===== config.mk =====
export PLATFORM = sky130hd
export DESIGN_NAME = icache
export DESIGN_NICKNAME = d
export VERILOG_FILES = /design/src/rtl/cpu_types_pkg.sv /design/src/rtl/icache_frames.sv /design/src/rtl/icache.sv
export SDC_FILE = /design/constraint.sdc
export NUM_CORES = 2
export LEC_CHECK = 0
export BUFFER_PORTS_ARGS = -buffer_cell sky130_fd_sc_hd__buf_4
export CAP_MARGIN = 15
export CORE_MARGIN = 1
export CORE_UTILIZATION = 55
export CTS_BUF_LIST = sky130_fd_sc_hd__clkbuf_4
export CTS_CLUSTER_DIAMETER = 60
export DETAILED_ROUTE_END_ITERATION = 12
export PLACE_DENSITY = 0.72
export SLEW_MARGIN = 10
export SYNTH_ARGS = -nofsm -noshare
export SYNTH_HDL_FRONTEND = slang
export SYNTH_HIERARCHICAL = 1
export SYNTH_SLANG_ARGS = --single-unit

===== constraint.sdc =====
create_clock -name CLK -period 6.78 [get_ports CLK]
set_clock_uncertainty 0.2 [all_clocks]
set_input_delay 0 -clock CLK [delete_from_list [all_inputs] [get_ports CLK]]
set_output_delay 0 -clock CLK [all_outputs]
set_load 0.01 [all_outputs]

===== src/rtl/cpu_types_pkg.sv =====
// Shared CPU types: word type plus the instruction-cache address split, frame and FSM state.
// Used by icache and icache_frames (optional ICACHE_STATS_EN counters live in icache).
package cpu_types_pkg;

  typedef logic [31:0] word_t;

  // Default cache geometry (16 frames, one word per frame).
  localparam int unsigned ICACHE_DEF_IDX_W = 4;
  localparam int unsigned ICACHE_DEF_TAG_W = 32 - ICACHE_DEF_IDX_W - 2;

  // Frame tags are stored at the widest possible size (one-frame cache) and
  // zero-extended, so the frame type stays independent of NSETS.
  localparam int unsigned ITAG_MAX_W = 30;

  typedef struct packed {
    logic [ICACHE_DEF_TAG_W-1:0] tag;
    logic [ICACHE_DEF_IDX_W-1:0] idx;
    logic [1:0]                  bytoff;
  } icachef_t;

  typedef struct packed {
    logic                  valid;
    logic [ITAG_MAX_W-1:0] tag;
    word_t                 data;
  } icache_frame_t;

  typedef enum logic {
    IDLE  = 1'b0,
    FETCH = 1'b1
  } ISTATE;

endpackage


===== src/rtl/icache_frames.sv =====
// Frame storage for icache: combinational indexed read, one write port, and a
// whole-array valid-bit clear on flush.
module icache_frames
  import cpu_types_pkg::*;
#(
  parameter  int unsigned NSETS = 16,
  localparam int unsigned IDX_W = $clog2(NSETS)
) (
  input  logic              CLK,
  input  logic              nRST,
  input  logic [IDX_W-1:0]  rd_idx_i,
  output icache_frame_t     rd_frame_o,
  input  logic              we_i,
  input  logic [IDX_W-1:0]  wr_idx_i,
  input  icache_frame_t     wr_frame_i,
  input  logic              flush_i
);

  icache_frame_t frames_q [NSETS];

  // A write coinciding with a flush carries valid=0 from the caller, so the
  // later write assignment cannot resurrect the frame.
  always_ff @(posedge CLK or negedge nRST) begin
    if (!nRST) begin
      for (int unsigned i = 0; i < NSETS; i++) begin
        frames_q[i] <= '0;
      end
    end else begin
      if (flush_i) begin
        for (int unsigned i = 0; i < NSETS; i++) begin
          frames_q[i].valid <= 1'b0;
        end
      end
      if (we_i) begin
        frames_q[wr_idx_i] <= wr_frame_i;
      end
    end
  end

  assign rd_frame_o = frames_q[rd_idx_i];

endmodule


===== src/rtl/icache.sv =====
// Direct-mapped, one-word-block instruction cache: 0-cycle hits, single-word
// miss fill from the memory controller. `define ICACHE_STATS_EN adds hit/miss counters.
module icache
  import cpu_types_pkg::*;
#(
  parameter int unsigned NSETS = 16
) (
  input  logic  CLK,
  input  logic  nRST,
  input  logic  imemREN,
  input  word_t imemaddr,
  output logic  ihit,
  output word_t imemload,
  input  logic  flush,
  output logic  iREN,
  output word_t iaddr,
  input  logic  iwait,
  input  word_t iload
`ifdef ICACHE_STATS_EN
  ,
  output word_t hit_count,
  output word_t miss_count
`endif
);

  localparam int unsigned IDX_W = $clog2(NSETS);

  ISTATE         state_q;
  word_t         miss_addr_q;
  logic          iren_q;
  word_t         iaddr_q;

  logic [IDX_W-1:0]      req_idx;
  logic [ITAG_MAX_W-1:0] req_tag;
  icache_frame_t         rd_frame;
  logic                  lookup_hit;
  logic                  miss;
  logic                  fill;
  logic [IDX_W-1:0]      wr_idx;
  icache_frame_t         wr_frame;
  logic                  unused_bytoff;

  assign req_idx = imemaddr[IDX_W+1:2];
  assign req_tag = ITAG_MAX_W'(imemaddr[31:IDX_W+2]);
  assign unused_bytoff = ^{imemaddr[1:0], miss_addr_q[1:0]};

  always_comb begin
    lookup_hit = imemREN && rd_frame.valid && (rd_frame.tag == req_tag);
    ihit       = (state_q == IDLE) && lookup_hit && !flush;
    imemload   = ihit ? rd_frame.data : '0;
    miss       = (state_q == IDLE) && imemREN && !ihit;
    fill       = (state_q == FETCH) && !iwait;
    wr_idx         = miss_addr_q[IDX_W+1:2];
    wr_frame.valid = !flush;
    wr_frame.tag   = ITAG_MAX_W'(miss_addr_q[31:IDX_W+2]);
    wr_frame.data  = iload;
  end

  icache_frames #(.NSETS(NSETS)) u_frames (
    .CLK        (CLK),
    .nRST       (nRST),
    .rd_idx_i   (req_idx),
    .rd_frame_o (rd_frame),
    .we_i       (fill),
    .wr_idx_i   (wr_idx),
    .wr_frame_i (wr_frame),
    .flush_i    (flush)
  );

  // iREN/iaddr are registered so an asynchronous reset drops the request at once.
  always_ff @(posedge CLK or negedge nRST) begin
    if (!nRST) begin
      state_q     <= IDLE;
      miss_addr_q <= '0;
      iren_q      <= 1'b0;
      iaddr_q     <= '0;
    end else begin
      case (state_q)
        IDLE: begin
          if (miss) begin
            state_q     <= FETCH;
            miss_addr_q <= {imemaddr[31:2], 2'b00};
            iren_q      <= 1'b1;
            iaddr_q     <= {imemaddr[31:2], 2'b00};
          end
        end
        FETCH: begin
          if (!iwait) begin
            state_q <= IDLE;
            iren_q  <= 1'b0;
            iaddr_q <= '0;
          end
        end
        default: begin
          state_q <= IDLE;
          iren_q  <= 1'b0;
          iaddr_q <= '0;
        end
      endcase
    end
  end

  assign iREN  = iren_q;
  assign iaddr = iaddr_q;

`ifdef ICACHE_STATS_EN
  word_t hit_count_q;
  word_t miss_count_q;

  always_ff @(posedge CLK or negedge nRST) begin
    if (!nRST) begin
      hit_count_q  <= '0;
      miss_count_q <= '0;
    end else begin
      if (ihit) hit_count_q  <= hit_count_q + 32'd1;
      if (miss) miss_count_q <= miss_count_q + 32'd1;
    end
  end

  assign hit_count  = hit_count_q;
  assign miss_count = miss_count_q;
`endif

  a_iaddr_stable: assert property (@(posedge CLK) disable iff (!nRST)
    (iREN && $past(iREN)) |-> (iaddr == $past(iaddr)));
  a_no_hit_in_fetch: assert property (@(posedge CLK) disable iff (!nRST)
    iREN |-> !ihit);

endmodule


After elaboration in Yosys (flattened, before gate mapping)
Cells that the tools add are included.
{"block": "classes", "order_cmp": 3, "n_reduce_logical": 13, "eq_ne": 3, "bitwise": 3, "muxes": 33}
{"operator": "$bwmux 1008", "n": 1}
{"operator": "$mux 1008", "n": 1}
{"operator": "$bmux 63 s4", "n": 1}
{"operator": "$demux 63 s4", "n": 1}
{"operator": "$mux 63", "n": 3}
{"operator": "$mux 32", "n": 3}
{"operator": "$pmux 32 s2", "n": 1}
{"operator": "$eq 30x26->1", "n": 1}
{"operator": "$mux 1", "n": 20}
{"operator": "$ge 5x5->1 const B", "n": 2}
{"operator": "$not 4->5", "n": 2}
{"operator": "$logic_and 1x1->1", "n": 8}
{"operator": "$lt 5x1->1 const B", "n": 1}
{"operator": "$ne 2x2->1 const B", "n": 2}
{"operator": "$pmux 1 s2", "n": 2}
{"operator": "$reduce_and 2->1", "n": 2}
{"operator": "$logic_not 1->1", "n": 3}
{"operator": "$not 1->1", "n": 1}
{"block": "totals", "reg_bits": 1072, "out_inout_bits": 66, "wordCells": 107, "in_bits": 69}

Depth between registers and ports, before layout
{"block": "logic_depth", "word_depth": 12, "depth_mapped": 13, "ltp_nobuf": 8}

Hierarchy
Netlist, hierarchy kept.
{"module": "icache_frames", "n_inst": 1, "seq_area_each_um2": 25224.2, "cells_each": 2750, "area_each_um2": 45238.4}
{"module": "icache", "n_inst": 1, "seq_area_each_um2": 1551.5, "cells_each": 277, "area_each_um2": 3091.7}

Worst setup path before layout
No wires, ideal clock.
{"block": "synth_path", "path_type": "input-to-reg", "from": "in imemaddr[2]", "to": "reg miss_addr_q[10]", "setup_time_ns": 0.125, "path_stages": 13, "slack_ns": 3.657, "n_path_buf": 5, "arrival_ns": 2.798, "required_time_ns": 6.455, "path_cell_list": "buf_4 -> buf_6 -> buf_2 -> mux4_2 -> a22oi_1 -> nand2_1 -> or4_1 -> nor3_1 -> nand4_1 -> o21ai_2 -> buf_6 -> buf_8 -> mux2_2"}
{"element": "from (decl)", "line_no": "icache.sv:11", "rtl": "input word_t imemaddr,"}
{"element": "to (signal assigned)", "line_no": "icache.sv:82", "rtl": "miss_addr_q <= {imemaddr[31:2], 2'b00};"}
{"element": "to (decl)", "line_no": "icache.sv:29", "rtl": "word_t miss_addr_q;"}

==> run_results.csv <==
group,metric,value,unit
synth,postSynthCellCount,3027,
global_route,first_global_vias,31777,
setup_path,critical_path_peak_fanout,17,
global_route,grt_remaining_overflow,0,
detailed_routing,routed_wirelength,120000,um
detailed_routing,vias,28667,
clocking,tritoncts,"yes",
global_route,met1_usage,0.384,
synth,synth_xor_xnor_area_share,0.00471,
synth,area_share_of_fa_ha_maj_cells_after_synthesis,0,
final_layout,fin_cells,4767,
final_layout,fin_util,0.634,
global_route,initial_antenna_violation_count,10,
setup_path,cp_data_required_time,7640,ps
sta,grt_setup_unrepaired,"no",
die,die_x,298,um
global_route,track_usage,0.279,
sta,report.final.slew_viol_count,0,
clocking,clk_pin_slew_worst_paths,70,ps
die,die-area,89100,um2
synth,synth.top_cell.area_share,0.554,
pwr,power.density,379,nW/um2
sta,period_share,0.853,
synth,synth-simple-area-share,0.0192,
place,place.detailed.hpwl,64500,um
synth,netlist_area,48300,um2
die,fp-row-count,108,
die,start_util,0.556,
sta,fin_setup_tns,0,ps
clocking,cts_root_buf,"sky130_fd_sc_hd__clkbuf_4",
synth,synthMuxAreaShare,0.370,
final_layout,fin_nets,3498,
synth,flops_latches_synth,1070,
global_route,grt.met3_usage,0.0594,
synth,largest_family_of_logic_cells_by_synthesized_area,"multiplexers",
sta,max_freq,0.173,GHz
synth,synth_enable_flop_cells,0,
clocking,worst_skew_pair.late_latency,1140,ps
synth,asyncSetResetFlopFracSynth,1.00,
die,placeableCoreArea,86900,um2
setup_path,critPathArrivalTime,6640,ps
pwr,fin_total_pwr,20.9,mW
global_route,gr-max-usage-layer,"met2",
detailed_routing,remaining_drc_errors,0,
global_route,grt_pass1_wl,189000,um
detailed_routing,final_antenna_net_count,0,
final_layout,drive_gt1_frac,0.540,
place,number_of_placed_cells_counting_well_taps,4137,
setup_path,criticalPathCategory,"flip-flop to flip-flop",
global_route,gr-usage-met2,0.444,
sta,final-hold-violation-count,0,
synth,yosysTopAreaCell,"sky130_fd_sc_hd__dfrtp_1",
run_status,outcome,"completed",
pwr,static-leakage-power,25.8,nW
synth,netlist_top_cells_count,"1070 x sky130_fd_sc_hd__dfrtp_1, 977 x sky130_fd_sc_hd__mux2_2, 252 x sky130_fd_sc_hd__mux4_2",
synth,ys.flop_type,"sky130_fd_sc_hd__dfrtp_1",
synth,synth_most_common_cell,"sky130_fd_sc_hd__dfrtp_1",
global_route,maximum_number_of_pins_on_one_net_before_global_route_repair,185,
setup_path,critical_path.startpoint_type,"flip-flop",
detailed_routing,wire_per_inst,25.3,um
place,gp_routability_congestion,0.755,
hold_path,worstHoldPathType,"input pin to flip-flop",
detailed_routing,number_of_violations_reported_at_the_end_of_detailed_routing_iteration_0,1992,
run,max_cap_viols,0,
clocking,post_cts.resized_instances,0,
synth,unique_masters_post_synth,32,
synth,avgSynthCellArea,16.0,um2
synth,synth.yosys.seq_area_share,0.554,
sta,worstMarginPinSlew,1110,ps
setup_path,worst_setup_path_end_kind,"flip-flop",
die,io_pins,135,
place,numPortBuffers,130,
clocking,cts-root-to-sink-buffers,4,
final_layout,area.growth.synth_to_final,14.0,%
sta,report.final.setup_viol,0,
clocking,clock_sinks,1070,
synth,ys.warnings.count,6,
sta,max-slew-margin-rel,0.262,
synth,synth_top_cells_by_area,"sky130_fd_sc_hd__dfrtp_1 55%, sky130_fd_sc_hd__mux2_2 23%, sky130_fd_sc_hd__mux4_2 12%",
detailed_routing,detailedRoute.firstPassIterationCount,5,
pwr,ir_drop,0.176,mV
synth,synth_area_in_compound_gates,0.0198,
sta,post-route-min-period,5780,ps
detailed_routing,via_per_inst,6.01,
clocking,cts-htree-levels,5,
clocking,tritoncts.num_buffers,297,
die,die-height,298,um
==> worst max-delay path: stages (launching register included) <==
cell and delay [ps]:
sky130_fd_sc_hd__dfrtp_1 400, sky130_fd_sc_hd__mux4_2 480, sky130_fd_sc_hd__a22oi_1 200, sky130_fd_sc_hd__nand2_1 140
sky130_fd_sc_hd__xor2_1 220, sky130_fd_sc_hd__nor4_1 660, sky130_fd_sc_hd__nand4_1 470, sky130_fd_sc_hd__o21ai_4 270
sky130_fd_sc_hd__dlygate4sd3_1 1130, sky130_fd_sc_hd__buf_4 490, sky130_fd_sc_hd__buf_4 230, sky130_fd_sc_hd__mux2i_1 230
sky130_fd_sc_hd__dlygate4sd3_1 580
==> path summary, 6_finish.rpt <==
| check | start | end | slack [ps] | depth (start not counted) |
|---|---|---|---|---|
| worst max-delay path | flip-flop | iaddr[19]$_DFFE_PN0P_ | 1000 | 12 |
| worst min-delay path | imemaddr[11] | iaddr[11]$_DFFE_PN0P_ | 130 | 5 |
| worst max register to register | flip-flop | iaddr[19]$_DFFE_PN0P_ | 1000 | 12 |
| worst min register to register | flip-flop | flip-flop | 300 | 1 |
| max in group asynchronous | nRST | asynchronous set/reset pin | 4080 | 7 |
| min in group asynchronous | nRST | asynchronous set/reset pin | 510 | 5 |
==> layer usage <==
metal  wire [um]  part of all wire  vias up
met5          32           0.00027        -
met3        6860             0.057      253
met4        2840             0.024        6
li1            -                 -    12103
met1       51500              0.43    15436
met2       59100              0.49      869
==> layout make-up <==
cell class	instances	area, um2
Inverter	32	120
Clock buffer	433	3250
Antenna cell	6	15.0
Clock inverter	43	221
Timing Repair Buffer	338	3040
Tap cell	1155	1450
Multi-Input combinational cell	1690	20200
Fill cell	6269	31800
Sequential cell	1070	26800
==> through the flow <==
step	hold WS, ps	cell area [um2]	setup slack, ps
after floorplan	-496	48400	3660
after global routing	60.4	55100	868
after detailed placement	-91.1	50100	1820
after global placement	-110	50100	1870
after CTS	7.84	55100	1040
final	130	55100	996
==> repair_timing <==
| action | 4_1_cts | 5_1_grt |
|---|---|---|
| buffers inserted | 0 | 0 |
| endpoints found under the hold margin | 1715 | 0 |
| hold buffers | 148 | 0 |
==> power by group <==
group / switching, mW / internal [mW]
clock: 2.54 / 2.96
sequential: 1.43 / 8.96
combinational: 1.69 / 3.30
total: 5.66 / 15.2
==> cell families (layout without fill, tap and decap cells) <==
group / count (synthesis) / after routing
buffers and inverters: 296 / 846
muxes: 1320 / 1320
other: 1 / 36
DFF: 1070 / 1070
xor gates and xnor gates: 26 / 26
and+or+nand+nor: 187 / 187
AOI/OAI and AO/OA: 127 / 127
==> cells in the final DEF (no fill, tap or decap), types with 2 or more instances in the layout <==
cell and instances:
sky130_fd_sc_hd__dlygate4sd3_1 147, sky130_fd_sc_hd__mux4_2 252, sky130_fd_sc_hd__inv_2 5, sky130_fd_sc_hd__dfrtp_1 1070
sky130_fd_sc_hd__mux2i_1 30, sky130_fd_sc_hd__a22oi_1 126, sky130_fd_sc_hd__mux2_4 60, sky130_fd_sc_hd__clkbuf_4 433
sky130_fd_sc_hd__clkinv_2 3, sky130_fd_sc_hd__buf_4 180, sky130_fd_sc_hd__nand3b_1 3, sky130_fd_sc_hd__clkinv_1 32
sky130_fd_sc_hd__nand2b_1 3, sky130_fd_sc_hd__nand2b_4 3, sky130_fd_sc_hd__nand2_1 98, sky130_fd_sc_hd__and2_1 32
sky130_fd_sc_hd__xor2_1 26, sky130_fd_sc_hd__buf_12 7, sky130_fd_sc_hd__inv_1 32, sky130_fd_sc_hd__nor4_1 6
sky130_fd_sc_hd__conb_1 30, sky130_fd_sc_hd__nor2b_4 2, sky130_fd_sc_hd__diode_2 6, sky130_fd_sc_hd__nor2b_1 17
sky130_fd_sc_hd__mux2_2 977, sky130_fd_sc_hd__bufinv_16 2, sky130_fd_sc_hd__nand4_1 2, sky130_fd_sc_hd__nor2_4 11
sky130_fd_sc_hd__buf_8 3
Power figures use the tool's default switching activity.
